File: config.mk
export PLATFORM = sky130hd
export DESIGN_NAME = mvm_result_drain
export DESIGN_NICKNAME = d
export VERILOG_FILES = /design/src/rtl/mvm_pkg.sv /design/src/rtl/burst_ring.sv /design/src/rtl/mvm_result_drain.sv
export SDC_FILE = /design/constraint.sdc
export NUM_CORES = 1
export LEC_CHECK = 0
export ABC_AREA = 1
export ABC_CLOCK_PERIOD_IN_PS = 27500
export BUFFER_PORTS_ARGS = -buffer_cell sky130_fd_sc_hd__buf_2
export CORE_MARGIN = 2
export CORE_UTILIZATION = 42
export CTS_CLUSTER_DIAMETER = 120
export DETAILED_ROUTE_END_ITERATION = 8
export MAX_ROUTING_LAYER = met4
export SKIP_CTS_REPAIR_TIMING = 1
export SLEW_MARGIN = 40
export SYNTH_ARGS = -nofsm -noshare
export SYNTH_HDL_FRONTEND = slang
export SYNTH_SLANG_ARGS = --single-unit
File: constraint.sdc
create_clock -name clk -period 27.5 [get_ports clk]
set_clock_uncertainty 0.05 [all_clocks]
set_input_delay 1.375 -clock clk [delete_from_list [all_inputs] [get_ports clk]]
set_output_delay 1.375 -clock clk [all_outputs]
set_load 0.05 [all_outputs]
File: src/rtl/mvm_pkg.sv
// rtl/mvm_pkg.sv - shared MVM result geometry and types
package mvm_pkg;
  localparam int OWIDTH     = 32;
  localparam int NUM_OLANES = 8;
  localparam int LANE_W     = $clog2(NUM_OLANES);

  typedef logic signed [OWIDTH-1:0] result_burst_t [0:NUM_OLANES-1];
  typedef logic [LANE_W-1:0] lane_idx_t;
endpackage

File: src/rtl/burst_ring.sv
// rtl/burst_ring.sv - ring of whole result bursts with occupancy count
module burst_ring
  import mvm_pkg::*;
#(
  parameter int W     = OWIDTH,
  parameter int LANES = NUM_OLANES,
  parameter int NBUF  = 2,
  localparam int PW   = $clog2(NBUF),
  localparam int CW   = PW + 1
) (
  input  logic                clk,
  input  logic                rst,
  input  logic                i_push,
  input  logic signed [W-1:0] i_data [0:LANES-1],
  input  logic                i_pop,
  output logic                o_full,
  output logic                o_empty,
  output logic [CW-1:0]       o_count,
  output logic signed [W-1:0] o_head [0:LANES-1]
);
  logic signed [W-1:0] r_mem [0:NBUF-1][0:LANES-1];
  logic [PW-1:0]       r_wptr;
  logic [PW-1:0]       r_rptr;
  logic [CW-1:0]       r_count;

  // Storage is deliberately not reset; occupancy alone decides what is live.
  always_ff @(posedge clk) begin
    if (i_push) r_mem[r_wptr] <= i_data;
  end

  always_ff @(posedge clk) begin
    if (rst) begin
      r_wptr  <= '0;
      r_rptr  <= '0;
      r_count <= '0;
    end else begin
      if (i_push) r_wptr <= r_wptr + 1'b1;
      if (i_pop)  r_rptr <= r_rptr + 1'b1;
      case ({i_push, i_pop})
        2'b10:   r_count <= r_count + 1'b1;
        2'b01:   r_count <= r_count - 1'b1;
        default: r_count <= r_count;
      endcase
    end
  end

  assign o_head  = r_mem[r_rptr];
  assign o_count = r_count;
  assign o_full  = (r_count == CW'(NBUF));
  assign o_empty = (r_count == '0);
endmodule

File: src/rtl/mvm_result_drain.sv
// rtl/mvm_result_drain.sv - buffers MVM result bursts and streams them one lane per beat
module mvm_result_drain #(
  parameter int OWIDTH     = mvm_pkg::OWIDTH,
  parameter int NUM_OLANES = mvm_pkg::NUM_OLANES,
  parameter int NUM_BUFS   = 2,
  localparam int LW        = $clog2(NUM_OLANES),
  localparam int CW        = $clog2(NUM_BUFS) + 1
) (
  input  logic                     clk,
  input  logic                     rst,
  input  logic signed [OWIDTH-1:0] i_result [0:NUM_OLANES-1],
  input  logic                     i_valid,
  output logic [OWIDTH-1:0]        o_tdata,
  output logic                     o_tvalid,
  input  logic                     i_tready,
  output logic                     o_tlast,
  output logic [LW-1:0]            o_tlane,
  output logic                     o_overflow,
  input  logic                     i_clr_overflow,
  output logic [CW-1:0]            o_count,
  output logic                     o_busy
);
  logic signed [OWIDTH-1:0] w_head [0:NUM_OLANES-1];
  logic                     w_full;
  logic                     w_empty;
  logic                     w_xfer;
  logic                     w_free;
  logic                     w_space;
  logic                     w_push;
  logic                     w_drop;
  logic [LW-1:0]            r_lane;
  logic                     r_overflow;

  // A burst finishing this edge frees a slot for a burst arriving the same edge.
  assign w_xfer  = o_tvalid & i_tready;
  assign w_free  = w_xfer & o_tlast;
  assign w_space = ~w_full | w_free;
  assign w_push  = i_valid & w_space;
  assign w_drop  = i_valid & ~w_space;

  burst_ring #(
    .W     (OWIDTH),
    .LANES (NUM_OLANES),
    .NBUF  (NUM_BUFS)
  ) u_ring (
    .clk     (clk),
    .rst     (rst),
    .i_push  (w_push),
    .i_data  (i_result),
    .i_pop   (w_free),
    .o_full  (w_full),
    .o_empty (w_empty),
    .o_count (o_count),
    .o_head  (w_head)
  );

  always_ff @(posedge clk) begin
    if (rst) begin
      r_lane     <= '0;
      r_overflow <= 1'b0;
    end else begin
      if (w_xfer) r_lane <= o_tlast ? '0 : r_lane + 1'b1;
      if (w_drop)              r_overflow <= 1'b1;
      else if (i_clr_overflow) r_overflow <= 1'b0;
    end
  end

  assign o_tvalid   = ~w_empty;
  assign o_busy     = ~w_empty;
  assign o_tdata    = w_head[r_lane];
  assign o_tlane    = r_lane;
  assign o_tlast    = ~w_empty & (r_lane == LW'(NUM_OLANES - 1));
  assign o_overflow = r_overflow;
endmodule

==> Yosys cells after proc, flatten, opt, wreduce, memory -nomap -nowiden <==
Memories as Yosys holds them, arrays and structs flattened. A register that Yosys moved wholly into a read port is not among the register bits.
Cells that the tools add are included.
Widths: inputs -> output; s select.
{ "totals": {"reg_bits": 8, "ramBits": 512, "in_bits": 261, "out_inout_bits": 41, "elab_cells": 40, "mem_count": 1} }
{ "mem_list": {"columns": ["memory", "words", "width", "read_ports", "rd_ports_with_merged_regs", "wr", "line_no", "source"], "rows": [
  ["u_ring.r_mem", 2, 256, 1, 1, 1, "burst_ring.sv:21", "logic signed [W-1:0] r_mem [0:NBUF-1][0:LANES-1];"]
]} }
{ "classes": {"add_sub_neg": 5, "magnitude_cmp": 1, "eq_ne": 4, "muxes": 11, "bitwise": 10, "n_reduce_logical": 3} }
{ "ops": {"columns": ["cell", "count"], "rows": [
  ["$bmux 32 s3", 1],
  ["$mux 32", 2],
  ["$mux 1", 6],
  ["$and 1x1->1", 5],
  ["$eq 2x2->1 const B", 2],
  ["$ge 4x4->1 const B", 1],
  ["$not 3->4", 1],
  ["$pmux 2 s2", 1],
  ["$reduce_bool 2->1", 2],
  ["$add 3x1->3 const B", 1],
  ["$eq 3x3->1 const B", 1],
  ["$mux 3", 1],
  ["$not 1->1", 3],
  ["$add 1x1->1 const B", 2],
  ["$add 2x1->2 const B", 1],
  ["$eq 2x1->1 const B", 1],
  ["$logic_not 2->1", 1],
  ["$sub 2x1->2 const B", 1],
  ["$or 1x1->1", 1]
]} }

==> Logic depth before layout (Yosys ltp) <==
Gate-level depths: netlist (run 1).
{ "logic_depth": {"ltp_word": 8, "ltp_mapped": 11, "depth_no_buf": 11} }

==> Cells and area by module <==
A second synthesis (run 1) with hierarchy kept.
{ "hier_totals": {"hier_cells": 1708, "area_unflattened_um2": 22389.0} }
{ "modules_own_cells": {"columns": ["module", "instances", "cells_per_inst", "area_each_um2", "seq_area_each_um2"], "rows": [
  ["burst_ring", 1, 829, 18788.0, 15474.8],
  ["mvm_result_drain", 1, 879, 3601.0, 80.1]
]} }

==> Least setup slack after synthesis (run 1) <==
No wires, ideal clock.
{ "synth_timing": {"path_kind": "in2reg", "start": "in i_tready", "end": "mem u_ring.r_mem[0][0] in the netlist's numbering, enable pin", "setup_time_ns": 0.876, "arrival_time_ns": 12.330, "required_ns": 26.574, "path_slack_ns": 14.244, "cell_stages": 4, "path_buffers": 0, "cell_sequence": "nand3_1 > nand2_1 > nand2_1 > nor2_1"} }
{ "synth_between": {"elab_chain_len": 6} }
{ "synth_lines": {"columns": ["element", "line_no", "source"], "rows": [
  ["start, declared", "mvm_result_drain.sv:15", "input logic i_tready,"],
  ["$and 1x1->1", "mvm_result_drain.sv:35", "assign w_xfer = o_tvalid & i_tready;"],
  ["$and 1x1->1", "mvm_result_drain.sv:36", "assign w_free = w_xfer & o_tlast;"],
  ["$or 1x1->1", "mvm_result_drain.sv:37", "assign w_space = ~w_full | w_free;"],
  ["$and 1x1->1", "mvm_result_drain.sv:38", "assign w_push = i_valid & w_space;"],
  ["$mux 1", "burst_ring.sv:28", "if (i_push) r_mem[r_wptr] <= i_data;"],
  ["$mux 1 (implied by the code)", "burst_ring.sv:28", null],
  ["end, declared", "burst_ring.sv:21", null]
]} }
No other way between the ends.

==> Worst setup path after layout (run 1) <==
{ "layout_timing": {"start": "reg r_lane[1], in the netlist o_tlane[1]", "end": "out o_tdata[2]"} }
{ "layout_between": {"elab_chain_len": 4} }
{ "layout_lines": {"columns": ["element", "line_no", "source"], "rows": [
  ["start, declared", "mvm_result_drain.sv:31", "logic [LW-1:0] r_lane;"],
  ["start signal, assigned", "mvm_result_drain.sv:62", "if (w_xfer) r_lane <= o_tlast ? '0 : r_lane + 1'b1;"],
  ["$not 3->4 (implied by the code)", "mvm_result_drain.sv:70", "assign o_tdata = w_head[r_lane];"],
  ["$bmux 32 s3", "mvm_result_drain.sv:70", null],
  ["$mux 32 (implied by the code) (2 in a row)", "mvm_result_drain.sv:70", null],
  ["end, declared", "mvm_result_drain.sv:13", "output logic [OWIDTH-1:0] o_tdata,"]
]} }
No other way between the ends. The select of a mux whose other input is x is not followed.

==> results of run 1 <==
[cell families (layout without fill, tap and decap cells)]
group,after synthesis,in the layout,share of synthesized area [%]
buf+inv,502,821,9.79
other cells,0,25,0
compound gates,13,13,0.291
xor+xnor,1,1,0.0391
fa+ha+maj,3,3,0.168
simple gates,1077,1077,20.2
flops,521,521,69.5
[Yosys cell counts, drive strengths merged]
cell / instances / area share [%]
edfxtp: 512 / 69
clkbuf: 6 / 0.10
inv: 396 / 6.7
a21oi: 8 / 0.18
ha: 3 / 0.17
nand3: 387 / 8.7
o21ai: 5 / 0.11
nand2: 680 / 11
dfxtp: 9 / 0.80
xor2: 1 / 0.039
buf: 100 / 3.0
nor2: 10 / 0.17
[where the power goes]
| part | internal [mW] | switching [mW] | leakage (nW) |
|---|---|---|---|
| Clock | 0.412 | 0.306 | 0.843 |
| Combinational | 0.0577 | 0.158 | 5.90 |
| Sequential | 0.928 | 0.0135 | 4.87 |
| Total | 1.40 | 0.477 | 11.6 |
[worst max-delay path, cell delays in order, from the launching register on]
cell and delay, ns:
sky130_fd_sc_hd__dfxtp_4 0.56, sky130_fd_sc_hd__clkinv_2 0.62, sky130_fd_sc_hd__buf_4 0.55, sky130_fd_sc_hd__nand3_1 0.18, sky130_fd_sc_hd__nand3_1 0.34, sky130_fd_sc_hd__nand2_1 0.19
sky130_fd_sc_hd__buf_2 0.28
[per-stage QoR]
stage	instance area, µm²	hold WS [ns]	std cells	power (mW)
floorplan	22400	0.422	2117	1.10
global placement	24200	0.398	3015	1.17
detailed placement	24300	0.405	3018	1.18
CTS	26000	0.413	3122	1.89
global route	26100	0.419	3145	1.94
finish	26200	0.414	3149	1.88
[worst max-delay path by stage]
stage	end	slack (ns)	startpoint
finish	o_tdata[2]	22.73	o_tlane[1]$_SDFFE_PP0N_
detailed placement	u_ring.r_mem[1][186]$_DFFE_PP_	22.78	o_tlane[1]$_SDFFE_PP0N_
floorplan	u_ring.r_mem[0][0]$_DFFE_PP_	14.24	i_tready
global route	u_ring.r_mem[1][83]$_DFFE_PP_	22.56	o_tlane[1]$_SDFFE_PP0N_
global placement	u_ring.r_mem[1][179]$_DFFE_PP_	22.15	o_tlane[1]$_SDFFE_PP0N_
CTS	o_tdata[28]	22.56	flip-flop
[cell usage in the layout, fill, tap and decap left out, drive strengths merged, types with 2 or more instances in the layout]
cell type / synthesis / layout
clkbuf: 6 / 71
bufinv: 0 / 4
o21ai: 5 / 5
a21oi: 8 / 8
inv: 396 / 397
clkinv: 0 / 26
edfxtp: 512 / 512
diode: 0 / 25
dfxtp: 9 / 9
buf: 100 / 321
nor2: 10 / 10
nand2: 680 / 680
nand3: 387 / 387
ha: 3 / 3
clkinvlp: 0 / 2
[routing by layer]
layer | track usage, % | share of wire (%)
met5 | - | 0
met2 | 33.4 | 47
met4 | 5.98 | 2.2
met1 | 28.6 | 43
met3 | 4.88 | 7.7
[area by class of cell]
cell class                      count  area [µm²]  share of cell area (%)
Multi-Input combinational cell   1094        4650                    17.8
Timing Repair Buffer              321        1770                    6.77
Sequential cell                   521       15600                    59.5
Antenna cell                       25        62.6                   0.239
Inverter                          396        1520                    5.80
Tap cell                          688         861                    3.29
Clock inverter                     33         274                    1.05
Clock buffer                       71        1460                    5.57
[sequential cells by signal, summed over array words and instances (netlist names), named ones only]
| name | cells |
|---|---|
| u_ring.r_mem | 512 |
| u_ring.o_count | 2 |
| o_overflow | 1 |
| u_ring.r_rptr | 1 |
| u_ring.r_wptr | 1 |
| o_tlane | 3 |
==> metrics.txt, run 1 <==
# TYPE chip_impl_metric gauge
chip_impl_metric{name="slew_headroom",unit="%"} 45.8
chip_impl_info{name="run_status",value="completed"} 1
chip_impl_metric{name="first_global_vias",unit=""} 14400
chip_impl_metric{name="area_added_between_synthesis_and_finish",unit="%"} 16.9
chip_impl_metric{name="fp.dieW",unit="µm"} 235
chip_impl_metric{name="portBuffers",unit=""} 301
chip_impl_metric{name="finalSetupViolCount",unit=""} 0
chip_impl_metric{name="yosysSeqAreaShare",unit="%"} 69.5
chip_impl_metric{name="timing.final.crit_period",unit="ns"} 4.77
chip_impl_info{name="timing.critical_path.from_type",value="flip-flop"} 1
chip_impl_metric{name="initial_utilization",unit="%"} 42.5
chip_impl_info{name="hold-path-endpoint",value="o_overflow$_SDFFE_PP0P_"} 1
chip_impl_metric{name="routed_wl",unit="mm"} 59.4
chip_impl_info{name="cts_tree",value="built"} 1
chip_impl_metric{name="maximum_buffer_depth_of_the_clock_tree",unit=""} 3
chip_impl_metric{name="total_leakage_power",unit="nW"} 11.6
chip_impl_metric{name="synth_cells",unit=""} 2117
chip_impl_metric{name="floorplan.rows",unit=""} 84
chip_impl_metric{name="r2r_slack",unit="ns"} 22.86
chip_impl_metric{name="slew_violations",unit=""} 0
chip_impl_metric{name="synth_warnings",unit=""} 0
chip_impl_metric{name="worst_skew_pair.late_latency",unit="ns"} 0.59
chip_impl_info{name="critical_path.reg2reg.endpoint",value="u_ring.r_mem[1][151]$_DFFE_PP_"} 1
chip_impl_metric{name="io-pin-count",unit=""} 302
chip_impl_info{name="worstReg2RegStart",value="o_tlane[1]$_SDFFE_PP0N_"} 1
chip_impl_metric{name="hold-path-cell-count",unit=""} 2
chip_impl_metric{name="dieHeight",unit="µm"} 235
chip_impl_info{name="critical_path.endpoint_type",value="output pin"} 1
chip_impl_metric{name="fill_cells",unit=""} 4741
chip_impl_metric{name="place_congestion",unit=""} 0.844
chip_impl_metric{name="grt_first_pass_wirelength",unit="mm"} 87.7
chip_impl_metric{name="cts_buffers",unit=""} 56
chip_impl_metric{name="critPathMaxFanout",unit=""} 35
chip_impl_metric{name="final_util",unit="%"} 49.7
chip_impl_metric{name="clock-sinks",unit=""} 521
chip_impl_metric{name="core_area",unit="µm²"} 52700
chip_impl_metric{name="drt_pass1_iterations",unit=""} 6
chip_impl_metric{name="final.setup.tns",unit="ns"} 0
chip_impl_metric{name="max_cap_violations",unit=""} 0
chip_impl_info{name="type_of_the_most_critical_hold_path",value="flip-flop to flip-flop"} 1
chip_impl_metric{name="final_ant_viol_nets",unit=""} 0
chip_impl_metric{name="layout.nets",unit=""} 2654
chip_impl_metric{name="synth_cell_type_count",unit=""} 19
chip_impl_metric{name="max_freq",unit="GHz"} 0.210
chip_impl_metric{name="antenna_found_initial",unit=""} 28
chip_impl_metric{name="final-hold-violation-count",unit=""} 0
chip_impl_metric{name="detail_route.iter0.violations",unit=""} 1404
chip_impl_metric{name="routed_via_count_divided_by_cell_count",unit=""} 4.84
chip_impl_metric{name="grt_util_all_layers",unit="%"} 21.6
chip_impl_metric{name="clk_pin_slew_worst_paths",unit="ns"} 0.06
chip_impl_metric{name="syn_nets",unit=""} 2381
chip_impl_metric{name="cp.arrival",unit="ns"} 3.35
chip_impl_metric{name="synth.avg_cell_area",unit="µm²"} 10.6
chip_impl_info{name="setup.worst_path.class",value="flip-flop to output pin"} 1
chip_impl_metric{name="fin_crit_sh",unit="%"} 17.4
chip_impl_metric{name="routedWlPerCell",unit="µm"} 18.8
chip_impl_metric{name="required",unit="ns"} 26.08
chip_impl_metric{name="layout_setup_ws",unit="ns"} 22.73
chip_impl_metric{name="worst-slew-pin-transition",unit="ns"} 0.813
chip_impl_metric{name="die_area",unit="µm²"} 55200
chip_impl_metric{name="pre_cts_slack",unit="ns"} 22.78
chip_impl_info{name="grt_setup_unrepaired",value="no"} 1
chip_impl_metric{name="route.vias.total",unit=""} 15200
chip_impl_info{name="cts_root_buf",value="sky130_fd_sc_hd__clkbuf_16"} 1
chip_impl_metric{name="irDropWorstVdd",unit="V"} 0.0000492
chip_impl_metric{name="reg2regPathDepth",unit=""} 9
chip_impl_metric{name="drcViolationCount",unit=""} 0
chip_impl_metric{name="final_layout_size_suffix_gt1_share",unit="%"} 16.6
chip_impl_metric{name="post_synth_instance_area",unit="µm²"} 22400
chip_impl_metric{name="synth.ff_latch_count",unit=""} 521
chip_impl_metric{name="detailedPlacementHpwl",unit="mm"} 36.7
chip_impl_info{name="min-delay-start",value="o_overflow$_SDFFE_PP0P_"} 1
chip_impl_metric{name="gr-total-overflow",unit=""} 0
chip_impl_metric{name="powerDensity",unit="nW/µm²"} 71.7
chip_impl_metric{name="grt_max_degree",unit=""} 181
chip_impl_metric{name="ctsHtreeMaxLevel",unit=""} 2
No activity file was read; power rests on OpenSTA's default activity.
==> inputs of run 2 (changes only) <==
--- a/config.mk
+++ b/config.mk
@@ -6,7 +6,7 @@
 export NUM_CORES = 1
 export LEC_CHECK = 0
 export ABC_AREA = 1
-export ABC_CLOCK_PERIOD_IN_PS = 27500
+export ABC_CLOCK_PERIOD_IN_PS = 4920
 export BUFFER_PORTS_ARGS = -buffer_cell sky130_fd_sc_hd__buf_2
 export CORE_MARGIN = 2
 export CORE_UTILIZATION = 42
==> constraint.sdc (replaced) <==
create_clock -name clk -period 4.92 [get_ports clk]
set_clock_uncertainty 0.05 [all_clocks]
set_input_delay 0.246 -clock clk [delete_from_list [all_inputs] [get_ports clk]]
set_output_delay 0.246 -clock clk [all_outputs]
set_load 0.05 [all_outputs]
==> run 2 against run 1 <==
Sequential power rose to 5.6 times the previous value. Clock-buffer cell count unchanged. Cell area up 10%. Flip-flop and latch count unchanged. Non-clock buffer count up 262. Routed wire length up 4.5%. Critical endpoint is now o_tdata[20]. Largest power group unchanged. Core utilization up 5.0 points. Die area unchanged. Register-to-register slack worse by 21 ns. Critical path depth up 3. Cell count up 7.7%.
==> metrics.txt, run 2 (synthesized netlist as in run 1, its figures left out) <==
# TYPE chip_impl_metric gauge
chip_impl_metric{name="power.sequential.fraction",unit="%"} 49.1
chip_impl_metric{name="finalSetupViolCount",unit=""} 0
chip_impl_info{name="crit_path_cells",value="buf_12, buf_4, nand2_1, nand2_1, nand2_1, nand3_1, nand3_1, nand2_1, buf_2"} 1
chip_impl_metric{name="use_met3",unit="%"} 3.08
chip_impl_metric{name="final-instance-count-excl-fill",unit=""} 3391
chip_impl_metric{name="gr-total-overflow",unit=""} 0
chip_impl_info{name="registers.top_by_ff_count",value="u_ring.r_mem"} 1
chip_impl_info{name="run_status",value="completed"} 1
chip_impl_metric{name="power.switching",unit="mW"} 2.71
chip_impl_metric{name="biggest_cell_delay_along_the_critical_path",unit="ns"} 0.71
chip_impl_info{name="setup.worst_path.class",value="flip-flop to output pin"} 1
chip_impl_metric{name="met2_usage",unit="%"} 33.8
chip_impl_metric{name="portBuffers",unit=""} 301
chip_impl_metric{name="clock-sinks",unit=""} 521
chip_impl_metric{name="drt_pass1_iterations",unit=""} 5
chip_impl_metric{name="maximum_buffer_depth_of_the_clock_tree",unit=""} 3
chip_impl_metric{name="grt_max_degree",unit=""} 169
chip_impl_metric{name="final-hold-violation-count",unit=""} 0
chip_impl_metric{name="route.vias.total",unit=""} 16500
chip_impl_info{name="type_of_the_most_critical_hold_path",value="primary input to flip-flop"} 1
chip_impl_info{name="slowest_stage",value="sky130_fd_sc_hd__buf_4"} 1
chip_impl_metric{name="timing.final.crit_period",unit="ns"} 3.91
chip_impl_metric{name="groute.layer.met1.usage",unit="%"} 30.4
chip_impl_metric{name="layout.nets",unit=""} 2915
chip_impl_metric{name="fp.dieW",unit="µm"} 235
chip_impl_metric{name="routed_via_count_divided_by_cell_count",unit=""} 4.86
chip_impl_metric{name="final_ant_viol_nets",unit=""} 0
chip_impl_metric{name="max_freq",unit="GHz"} 0.256
chip_impl_metric{name="grt_util_all_layers",unit="%"} 21.9
chip_impl_metric{name="pre_cts_slack",unit="ns"} 1.60
chip_impl_metric{name="routedWlPerCell",unit="µm"} 18.3
chip_impl_metric{name="numPlacedInstances",unit=""} 3023
chip_impl_metric{name="detail_route.iter0.violations",unit=""} 1284
chip_impl_metric{name="layout_setup_ws",unit="ns"} 1.01
chip_impl_metric{name="grt_first_pass_wirelength",unit="mm"} 89.5
chip_impl_metric{name="netSwitchingFraction",unit="%"} 25.3
chip_impl_metric{name="detailedPlacementHpwl",unit="mm"} 37.2
chip_impl_metric{name="critPathMaxFanout",unit=""} 163
chip_impl_metric{name="place_congestion",unit=""} 0.831
chip_impl_metric{name="io-pin-count",unit=""} 302
chip_impl_metric{name="post_dp_cell_area",unit="µm²"} 24500
chip_impl_metric{name="finalInstanceArea",unit="µm²"} 28800
chip_impl_metric{name="floorplan.rows",unit=""} 84
chip_impl_metric{name="clk_pin_slew_worst_paths",unit="ns"} 0.06
chip_impl_metric{name="cp.arrival",unit="ns"} 3.62
chip_impl_info{name="critical_path.endpoint_type",value="output pin"} 1
chip_impl_metric{name="irDropWorstVdd",unit="V"} 0.000288
chip_impl_info{name="layout.cells.most_common",value="sky130_fd_sc_hd__nand2_1"} 1
chip_impl_info{name="final_cell_mix",value="677 x sky130_fd_sc_hd__nand2_1, 512 x sky130_fd_sc_hd__edfxtp_1, 389 x sky130_fd_sc_hd__inv_1, 385 x sky130_fd_sc_hd__nand3_1, 301 x sky130_fd_sc_hd__buf_2"} 1
chip_impl_metric{name="routed_wl",unit="mm"} 62.0
chip_impl_metric{name="worst-slew-pin-transition",unit="ns"} 0.893
chip_impl_metric{name="power.internal",unit="mW"} 8.00
chip_impl_metric{name="power.share.clock",unit="%"} 37.8
chip_impl_metric{name="dieHeight",unit="µm"} 235
chip_impl_metric{name="max_cap_violations",unit=""} 0
chip_impl_metric{name="powerDensity",unit="nW/µm²"} 372
chip_impl_metric{name="comb_power_share",unit="%"} 13.2
chip_impl_metric{name="largest_register_ffs",unit=""} 512
chip_impl_metric{name="initial_utilization",unit="%"} 42.5
chip_impl_metric{name="final_util",unit="%"} 54.7
chip_impl_metric{name="antenna_found_initial",unit=""} 6
chip_impl_info{name="grt_setup_unrepaired",value="no"} 1
chip_impl_metric{name="slew_headroom",unit="%"} 40.5
chip_impl_metric{name="required",unit="ns"} 4.62
chip_impl_metric{name="drcViolationCount",unit=""} 0
chip_impl_metric{name="total_leakage_power",unit="nW"} 12.7
chip_impl_info{name="grt_busiest_layer",value="met2"} 1
chip_impl_metric{name="fin_crit_sh",unit="%"} 79.5
chip_impl_info{name="cts_root_buf",value="sky130_fd_sc_hd__clkbuf_16"} 1
chip_impl_metric{name="slew_violations",unit=""} 0
chip_impl_metric{name="worst_skew_pair.late_latency",unit="ns"} 0.60
chip_impl_info{name="timing.critical_path.from_type",value="flip-flop"} 1
chip_impl_metric{name="die_area",unit="µm²"} 55200
chip_impl_info{name="cts_tree",value="built"} 1
chip_impl_metric{name="final_layout_size_suffix_gt1_share",unit="%"} 15.5
chip_impl_metric{name="first_global_vias",unit=""} 14600
chip_impl_metric{name="core_area",unit="µm²"} 52700
chip_impl_metric{name="area_added_between_synthesis_and_finish",unit="%"} 28.7
chip_impl_info{name="worst_path_most_repeated_cell",value="sky130_fd_sc_hd__nand2_1"} 1
chip_impl_metric{name="ctsHtreeMaxLevel",unit=""} 2
chip_impl_metric{name="cts_buffers",unit=""} 55
[run 2: cell types whose count changed in the layout (fill, tap and decap cells not counted), moves of 4 or more]
cell / before / now
sky130_fd_sc_hd__dlygate4sd3_1: 0 / 259
sky130_fd_sc_hd__diode_2: 25 / 7
sky130_fd_sc_hd__buf_12: 2 / 6
sky130_fd_sc_hd__buf_4: 8 / 13
sky130_fd_sc_hd__buf_6: 6 / 2
[run 2: final timing paths]
kind / start / to / slack (ns) / depth (start not counted)
min: i_tready / u_ring.r_rptr$_SDFFE_PP0P_ / 0.02 / 4
max: flip-flop / o_tdata[20] / 1.01 / 9
max reg2reg: o_tlane[0]$_SDFFE_PP0N_ / u_ring.r_mem[1][25]$_DFFE_PP_ / 2.15 / 7
min reg2reg: u_ring.r_rptr$_SDFFE_PP0P_ / u_ring.r_rptr$_SDFFE_PP0P_ / 0.46 / 2
[run 2: area by class of cell]
type | count | area [µm²]
flip-flops and latches | 521 | 15600
fillers | 4546 | 23900
multi-input cells | 1094 | 4710
inverters | 396 | 1520
clock inverters | 31 | 244
clock buffers | 71 | 1500
repair buffers | 583 | 4380
diodes | 7 | 17.5
well taps | 688 | 861
[run 2: layer usage]
layer	vias to the layer above	wire length, µm
met5	-	0
met4	0	1610
met2	551	29400
met3	94	3790
met1	7913	27200
li1	7926	-
[run 2: per-stage QoR]
step,hold WS (ns),power (mW),setup TNS (ns)
finish,0.0179,10.7,0
global route,0.0426,11.1,0
floorplan,0.265,6.12,-171.34
detailed placement,0.388,6.59,0
CTS,-0.263,10.6,0
global placement,0.385,6.56,0
[run 2: power by group through the flow]
stage	clock network (mW)	logic, mW	registers, mW
finish	4.04	1.41	5.26
global route	4.31	1.53	5.28
CTS	4.12	1.25	5.26
detailed placement	0	1.24	5.35
global placement	0	1.22	5.34
floorplan	0	0.736	5.38
[run 2: critical path, delay by kind of cell, from the launching register on]
family / cells / cell delay, ns
buffers and inverters: 3 / 1.57
and+or+nand+nor: 6 / 0.77
DFF: 1 / 0.60
